## src/rtl/diff_op_pkg.sv

```systemverilog
// Shared constants and the saturate/wrap helper for the difference operator.
package diff_op_pkg;

  localparam int ORDER_MIN = 1;
  localparam int ORDER_MAX = 2;

  // Widest intermediate the helper accepts; channel widths must stay well below this.
  localparam int SAT_MAX_W = 64;

  typedef logic signed [SAT_MAX_W-1:0] wide_t;

  // Clamp (or pass through for wrap) a wide signed value to a w-bit signed range.
  // The caller keeps the low w bits, which is the wrapped value when saturate=0.
  // ovf reports whether d was outside the w-bit range, independent of saturate.
  function automatic wide_t sat_w(input wide_t d, input int w, input logic saturate,
                                  output logic ovf);
    wide_t hi;
    wide_t lo;
    hi  = (wide_t'(1) <<< (w - 1)) - wide_t'(1);
    lo  = -(wide_t'(1) <<< (w - 1));
    ovf = (d > hi) || (d < lo);
    if (saturate && (d > hi))      sat_w = hi;
    else if (saturate && (d < lo)) sat_w = lo;
    else                           sat_w = d;
  endfunction

endpackage

```

## src/rtl/diff_operator_multi_n_diff_channel.sv

```systemverilog
// One channel: sample history, backward-difference adder and saturation/wrap.
module diff_channel
  import diff_op_pkg::*;
#(
  parameter int W        = 16,
  parameter int ORDER    = 1,
  parameter int SATURATE = 1
) (
  input  logic         clk,
  input  logic         reset,
  input  logic         take,
  input  logic         clear,
  input  logic         primed,
  input  logic [W-1:0] in_s,
  output logic [W-1:0] out,
  output logic         ovf
);

  logic signed [W-1:0]   prev1_q, prev1_d;
  logic signed [W-1:0]   prev2_q, prev2_d;
  logic signed [W-1:0]   out_q, out_d;
  logic                  ovf_q, ovf_d;

  logic signed [W+1:0]   d;
  wide_t                 d_wide;
  wide_t                 sat_res;
  logic                  d_ovf;
  logic                  sat_unused_hi;

  // Backward difference at W+2 bits so the second-order sum can never overflow.
  always_comb begin
    d = '0;
    if (ORDER == 2) begin
      d = $signed({{2{in_s[W-1]}}, in_s})
        - ($signed({{2{prev1_q[W-1]}}, prev1_q}) <<< 1)
        + $signed({{2{prev2_q[W-1]}}, prev2_q});
    end else begin
      d = $signed({{2{in_s[W-1]}}, in_s}) - $signed({{2{prev1_q[W-1]}}, prev1_q});
    end
    d_wide = {{(SAT_MAX_W-W-2){d[W+1]}}, d};
  end

  // Reduce the wide difference to W bits and flag range overflow.
  always_comb begin
    d_ovf   = 1'b0;
    sat_res = sat_w(d_wide, W, SATURATE != 0, d_ovf);
  end

  assign sat_unused_hi = ^sat_res[SAT_MAX_W-1:W];

  // Next-state for history, output and sticky flag; clear wins over a strobe.
  always_comb begin
    prev1_d = prev1_q;
    prev2_d = prev2_q;
    out_d   = out_q;
    ovf_d   = ovf_q;
    if (clear) begin
      prev1_d = '0;
      prev2_d = '0;
      out_d   = '0;
      ovf_d   = 1'b0;
    end else if (take) begin
      prev2_d = prev1_q;
      prev1_d = $signed(in_s);
      if (primed) begin
        out_d = $signed(sat_res[W-1:0]);
        ovf_d = ovf_q | d_ovf;
      end else begin
        out_d = '0;
      end
    end
  end

  // Channel state registers.
  always_ff @(posedge clk or negedge reset) begin
    if (!reset) begin
      prev1_q <= '0;
      prev2_q <= '0;
      out_q   <= '0;
      ovf_q   <= 1'b0;
    end else begin
      prev1_q <= prev1_d;
      prev2_q <= prev2_d;
      out_q   <= out_d;
      ovf_q   <= ovf_d;
    end
  end

  assign out = out_q;
  assign ovf = ovf_q;

endmodule

```

## src/rtl/diff_operator_multi_n.sv

```systemverilog
// N-channel first/second-order backward-difference engine with shared priming control.
module diff_operator_multi_n
  import diff_op_pkg::*;
#(
  parameter int N_CH     = 5,
  parameter int W        = 16,
  parameter int ORDER    = 1,
  parameter int SATURATE = 1
) (
  input  logic                      clk,
  input  logic                      reset,
  input  logic                      en,
  input  logic                      clear,
  input  logic [N_CH-1:0][W-1:0]    in,
  output logic [N_CH-1:0][W-1:0]    out,
  output logic                      out_valid,
  output logic [N_CH-1:0]           ovf,
  output logic [1:0]                prime_cnt
);

  if ((ORDER < ORDER_MIN) || (ORDER > ORDER_MAX)) begin : g_bad_order
    $error("diff_operator_multi_n: ORDER must be 1 or 2");
  end

  localparam logic [1:0] ORDER_CNT = 2'(ORDER);

  logic [1:0] prime_cnt_q, prime_cnt_d;
  logic       out_valid_q, out_valid_d;
  logic       primed;
  logic       take;

  assign primed = (prime_cnt_q == ORDER_CNT);
  assign take   = en & ~clear;

  // Priming counter and valid level; clear discards any simultaneous strobe.
  always_comb begin
    prime_cnt_d = prime_cnt_q;
    out_valid_d = out_valid_q;
    if (clear) begin
      prime_cnt_d = '0;
      out_valid_d = 1'b0;
    end else if (en) begin
      if (primed) begin
        out_valid_d = 1'b1;
      end else begin
        prime_cnt_d = prime_cnt_q + 2'd1;
        out_valid_d = 1'b0;
      end
    end
  end

  // Shared control registers.
  always_ff @(posedge clk or negedge reset) begin
    if (!reset) begin
      prime_cnt_q <= '0;
      out_valid_q <= 1'b0;
    end else begin
      prime_cnt_q <= prime_cnt_d;
      out_valid_q <= out_valid_d;
    end
  end

  for (genvar c = 0; c < N_CH; c++) begin : g_ch
    diff_channel #(
      .W        (W),
      .ORDER    (ORDER),
      .SATURATE (SATURATE)
    ) u_ch (
      .clk    (clk),
      .reset  (reset),
      .take   (take),
      .clear  (clear),
      .primed (primed),
      .in_s   (in[c]),
      .out    (out[c]),
      .ovf    (ovf[c])
    );
  end

  assign out_valid = out_valid_q;
  assign prime_cnt = prime_cnt_q;

endmodule

```

## config.mk

```make
export PLATFORM = sky130hd
export DESIGN_NAME = diff_operator_multi_n
export DESIGN_NICKNAME = d
export VERILOG_FILES = /design/src/rtl/diff_op_pkg.sv /design/src/rtl/diff_operator_multi_n_diff_channel.sv /design/src/rtl/diff_operator_multi_n.sv
export SDC_FILE = /design/constraint.sdc
export NUM_CORES = 1
export LEC_CHECK = 0
export ABC_CLOCK_PERIOD_IN_PS = 3100
export BUFFER_PORTS_ARGS = -buffer_cell sky130_fd_sc_hd__buf_2
export CORE_UTILIZATION = 40
export CTS_CLUSTER_SIZE = 12
export DETAILED_ROUTE_END_ITERATION = 12
export PLACE_DENSITY = 0.57
export SYNTH_ARGS = -nofsm -noshare
export SYNTH_HDL_FRONTEND = slang
export SYNTH_SLANG_ARGS = --single-unit
```

## constraint.sdc

```tcl
create_clock -name clk -period 3.1 [get_ports clk]
set_input_delay 0.155 -clock clk [delete_from_list [all_inputs] [get_ports clk]]
set_output_delay 0.155 -clock clk [all_outputs]
set_load 0.01 [all_outputs]
```

==> flow_metrics.env <==
export IMPL_grt_antenna_before_repair=0
export IMPL_cts_tree="built"
export IMPL_via_count=8745
export IMPL_portBuffers=171
export IMPL_cts_buffers=17
export IMPL_yosysTopAreaCell="dfrtp_1"
export IMPL_skew_ns=0.0133
export IMPL_n_antenna_cell=0
export IMPL_setup_slack_ns=0.153
export IMPL_setup_viol=0
export IMPL_ys_seq_area_share_pct=39.5
export IMPL_path_clk_slew_ns=0.07
export IMPL_dp_cells=1587
export IMPL_clk_latency_ns=0.43
export IMPL_min_from="in[62]"
export IMPL_htree_levels=4
export IMPL_hold_end="g_ch[3].u_ch.prev1_q[14]$_DFFE_PN0P_"
export IMPL_drt_iter0_markers=426
export IMPL_startpoint_type="register"
export IMPL_slew_headroom_pct=47.5
export IMPL_synth_edf_count=0
export IMPL_max_freq_mhz=339
export IMPL_ant_nets=0
export IMPL_syn_inst=1098
export IMPL_ys_ff_latch=168
export IMPL_hold_violations=0
export IMPL_timing_hold_ws_ns=0.0123
export IMPL_mostFrequentLayoutCells="dfrtp_1, buf_2, nor2_1, inv_1, mux2i_1"
export IMPL_grt_max_degree=76
export IMPL_global_route_overflow_total=0
export IMPL_power_mw=6.19
export IMPL_p_leak_nw=6.53
export IMPL_stdcell_count=1678
export IMPL_grt_pass1_wl_um=42900
export IMPL_cp_required_ns=3.41
export IMPL_detail_route_wl_per_cell_um=15.9
export IMPL_utilization_pct=50.6
export IMPL_maxCapViolations=0
export IMPL_root_buffer="clkbuf_16"
export IMPL_clk_path_buf_depth=2
export IMPL_dieHeight_um=165
export IMPL_routabilityCongestion=0.818
export IMPL_r2r_cells=12
export IMPL_setup_tns_ns=0
export IMPL_worstMarginPinSlew_ns=0.788
export IMPL_path_max_fanout=15
export IMPL_fin_crit_sh_pct=95.1
export IMPL_routed_wl_um=26600
export IMPL_status="completed"
export IMPL_postSynthAreaPerCell_um2=9.69
export IMPL_drv_slew=0
export IMPL_syn_to_final_growth_pct=23.8
export IMPL_hpwl_um=19100
export IMPL_drt_vias_per_instance=5.21
export IMPL_layout_min_cycle_time_ns=2.95
export IMPL_synth_top_cell_area_share_pct=39.5
export IMPL_ir_worst_vdd_uv=325
export IMPL_route_detailed_drc=0
export IMPL_nets=1500
export IMPL_yosys_warnings=0
export IMPL_synth_nets=1268
export IMPL_grt_pass1_vias=8281
export IMPL_crit_start="g_ch[0].u_ch.prev1_q[1]$_DFFE_PN0P_"
export IMPL_worstSetupPathType="reg2reg"
export IMPL_cts_num_sinks=168
export IMPL_core_um2=26100
export IMPL_reg2reg_slack_ns=0.15
export IMPL_grt_usage_pct=20.0
export IMPL_pwr_density_cell_nw_per_um2=470
export IMPL_synth_area_leaders="dfrtp_1, ha_1, mux2i_1, a221o_1, nor2_1"
export IMPL_arrival_ns=3.25
export IMPL_r2r_start="g_ch[0].u_ch.prev1_q[1]$_DFFE_PN0P_"
export IMPL_yosysUniqueCellTypes=71
export IMPL_crit_path_end_kind="register"
export IMPL_min_path_cells=3
export IMPL_rr_endpoint="g_ch[0].u_ch.out[0]$_DFFE_PN0P_"
export IMPL_boundaryPins=172
export IMPL_placed_area_um2=12000
export IMPL_design_area_um2=13200
export IMPL_drive_above_1_share_pct=18.8
export IMPL_drtPass1Iterations=5
export IMPL_dieArea_um2=27300
export IMPL_die_w_um=165
export IMPL_rows=59
export IMPL_start_util_pct=40.8
export IMPL_synthArstFlopShare_pct=100
export IMPL_syn_area_um2=10600
export IMPL_place_ws_ns=-0.126
export IMPL_ys_flop_type="dfrtp_1"
export IMPL_hp_class="in2reg"
## critical path, cell delays in order, from the launching register on
cell     delay [ns]
dfrtp_1        0.39
inv_1          0.06
ha_1           0.26
nor2b_1        0.14
o31a_1         0.31
o41ai_4        0.32
o31ai_1        0.11
a31oi_1        0.28
xor2_1         0.31
buf_4          0.17
nor3_2         0.04
buf_12         0.17
a221o_1        0.27
## Yosys cell counts, types with 2 or more instances
| library cell | n |
|---|---|
| dfrtp_1 | 168 |
| nor2_1 | 132 |
| inv_1 | 106 |
| mux2i_1 | 82 |
| ha_1 | 81 |
| a21oi_1 | 54 |
| a221o_1 | 54 |
| o21ai_0 | 43 |
| nand2_1 | 41 |
| xnor2_1 | 41 |
| clkbuf_1 | 27 |
| a21o_1 | 24 |
| xor2_1 | 23 |
| o21a_1 | 19 |
| nand2b_1 | 18 |
| o211ai_1 | 16 |
| nor2b_1 | 15 |
| nand3_1 | 13 |
| nor3_1 | 13 |
| a211oi_1 | 11 |
| buf_1 | 9 |
| o21bai_1 | 7 |
| o31a_1 | 7 |
| a31oi_1 | 6 |
| buf_4 | 6 |
| fa_1 | 5 |
| o31ai_1 | 5 |
| a22o_1 | 4 |
| buf_2 | 4 |
| nand4_1 | 4 |
| o21ai_1 | 3 |
| o41ai_2 | 3 |
| or2_2 | 3 |
| or4_1 | 3 |
| a211o_1 | 2 |
| a32oi_1 | 2 |
| and2_1 | 2 |
| and3_1 | 2 |
| and4_1 | 2 |
| buf_6 | 2 |
| maj3_1 | 2 |
| nor3b_1 | 2 |
| nor4_1 | 2 |
| o2111ai_1 | 2 |
| o22ai_1 | 2 |
## per-layer routing
layer	up-vias	global-route usage, %	wire length [um]
li1	4389	-	-
met1	4171	28.1	13000
met2	171	31.9	12300
met3	14	3.70	1110
met4	0	4.25	269
met5	-	0	0
## sequential cells by signal (all words and copies together), names as in the netlist
register           count
g_ch.u_ch.out         80
out_valid              1
prime_cnt              2
g_ch.u_ch.ovf          5
g_ch.u_ch.prev1_q     80
## how the worst max path moves through the flow
stage                                       end  slack (ns)  cells past startpoint
5_1_grt        g_ch[1].u_ch.out[14]$_DFFE_PN0P_       -0.01                     13
4_1_cts        g_ch[1].u_ch.out[14]$_DFFE_PN0P_        0.02                     10
3_5_place_dp    g_ch[3].u_ch.out[5]$_DFFE_PN0P_       -0.13                     10
6_report        g_ch[0].u_ch.out[0]$_DFFE_PN0P_        0.15                     12
3_3_place_gp   g_ch[3].u_ch.out[12]$_DFFE_PN0P_       -0.05                     10
2_1_floorplan  g_ch[0].u_ch.out[10]$_DFFE_PN0P_        0.31                     11
## logic make-up after synthesis
group | after synthesis | share of synthesized area (%)
multiplexers | 82 | 7.71
adder cells (fa/ha/maj) | 88 | 10.7
AND/OR/NAND/NOR | 257 | 11.0
XOR/XNOR | 64 | 5.27
buffers and inverters | 154 | 5.83
flip-flops | 168 | 39.5
AO/OA/AOI/OAI | 285 | 20.1
## where the power goes
part,switching (mW),total (mW),internal [mW]
registers,0.0910,2.43,2.34
logic,0.907,1.65,0.745
clock network,0.947,2.11,1.16
## cell type report
class	count	area (um2)
clock buffer	20	457
clock inverter	12	118
fill	2500	12900
inverter	106	398
multi-input combinational	776	5870
sequential	168	4200
tap	335	419
timing repair buffer	261	1710
## repair_timing
action,4_1_cts,5_1_grt
hold buffers,58,0
endpoints found under the setup margin,15,57
buffers inserted,0,1
resized for setup,1,7
hold endpoints to repair,129,0
pin swaps,0,2
Power figures use the tool's default switching activity.
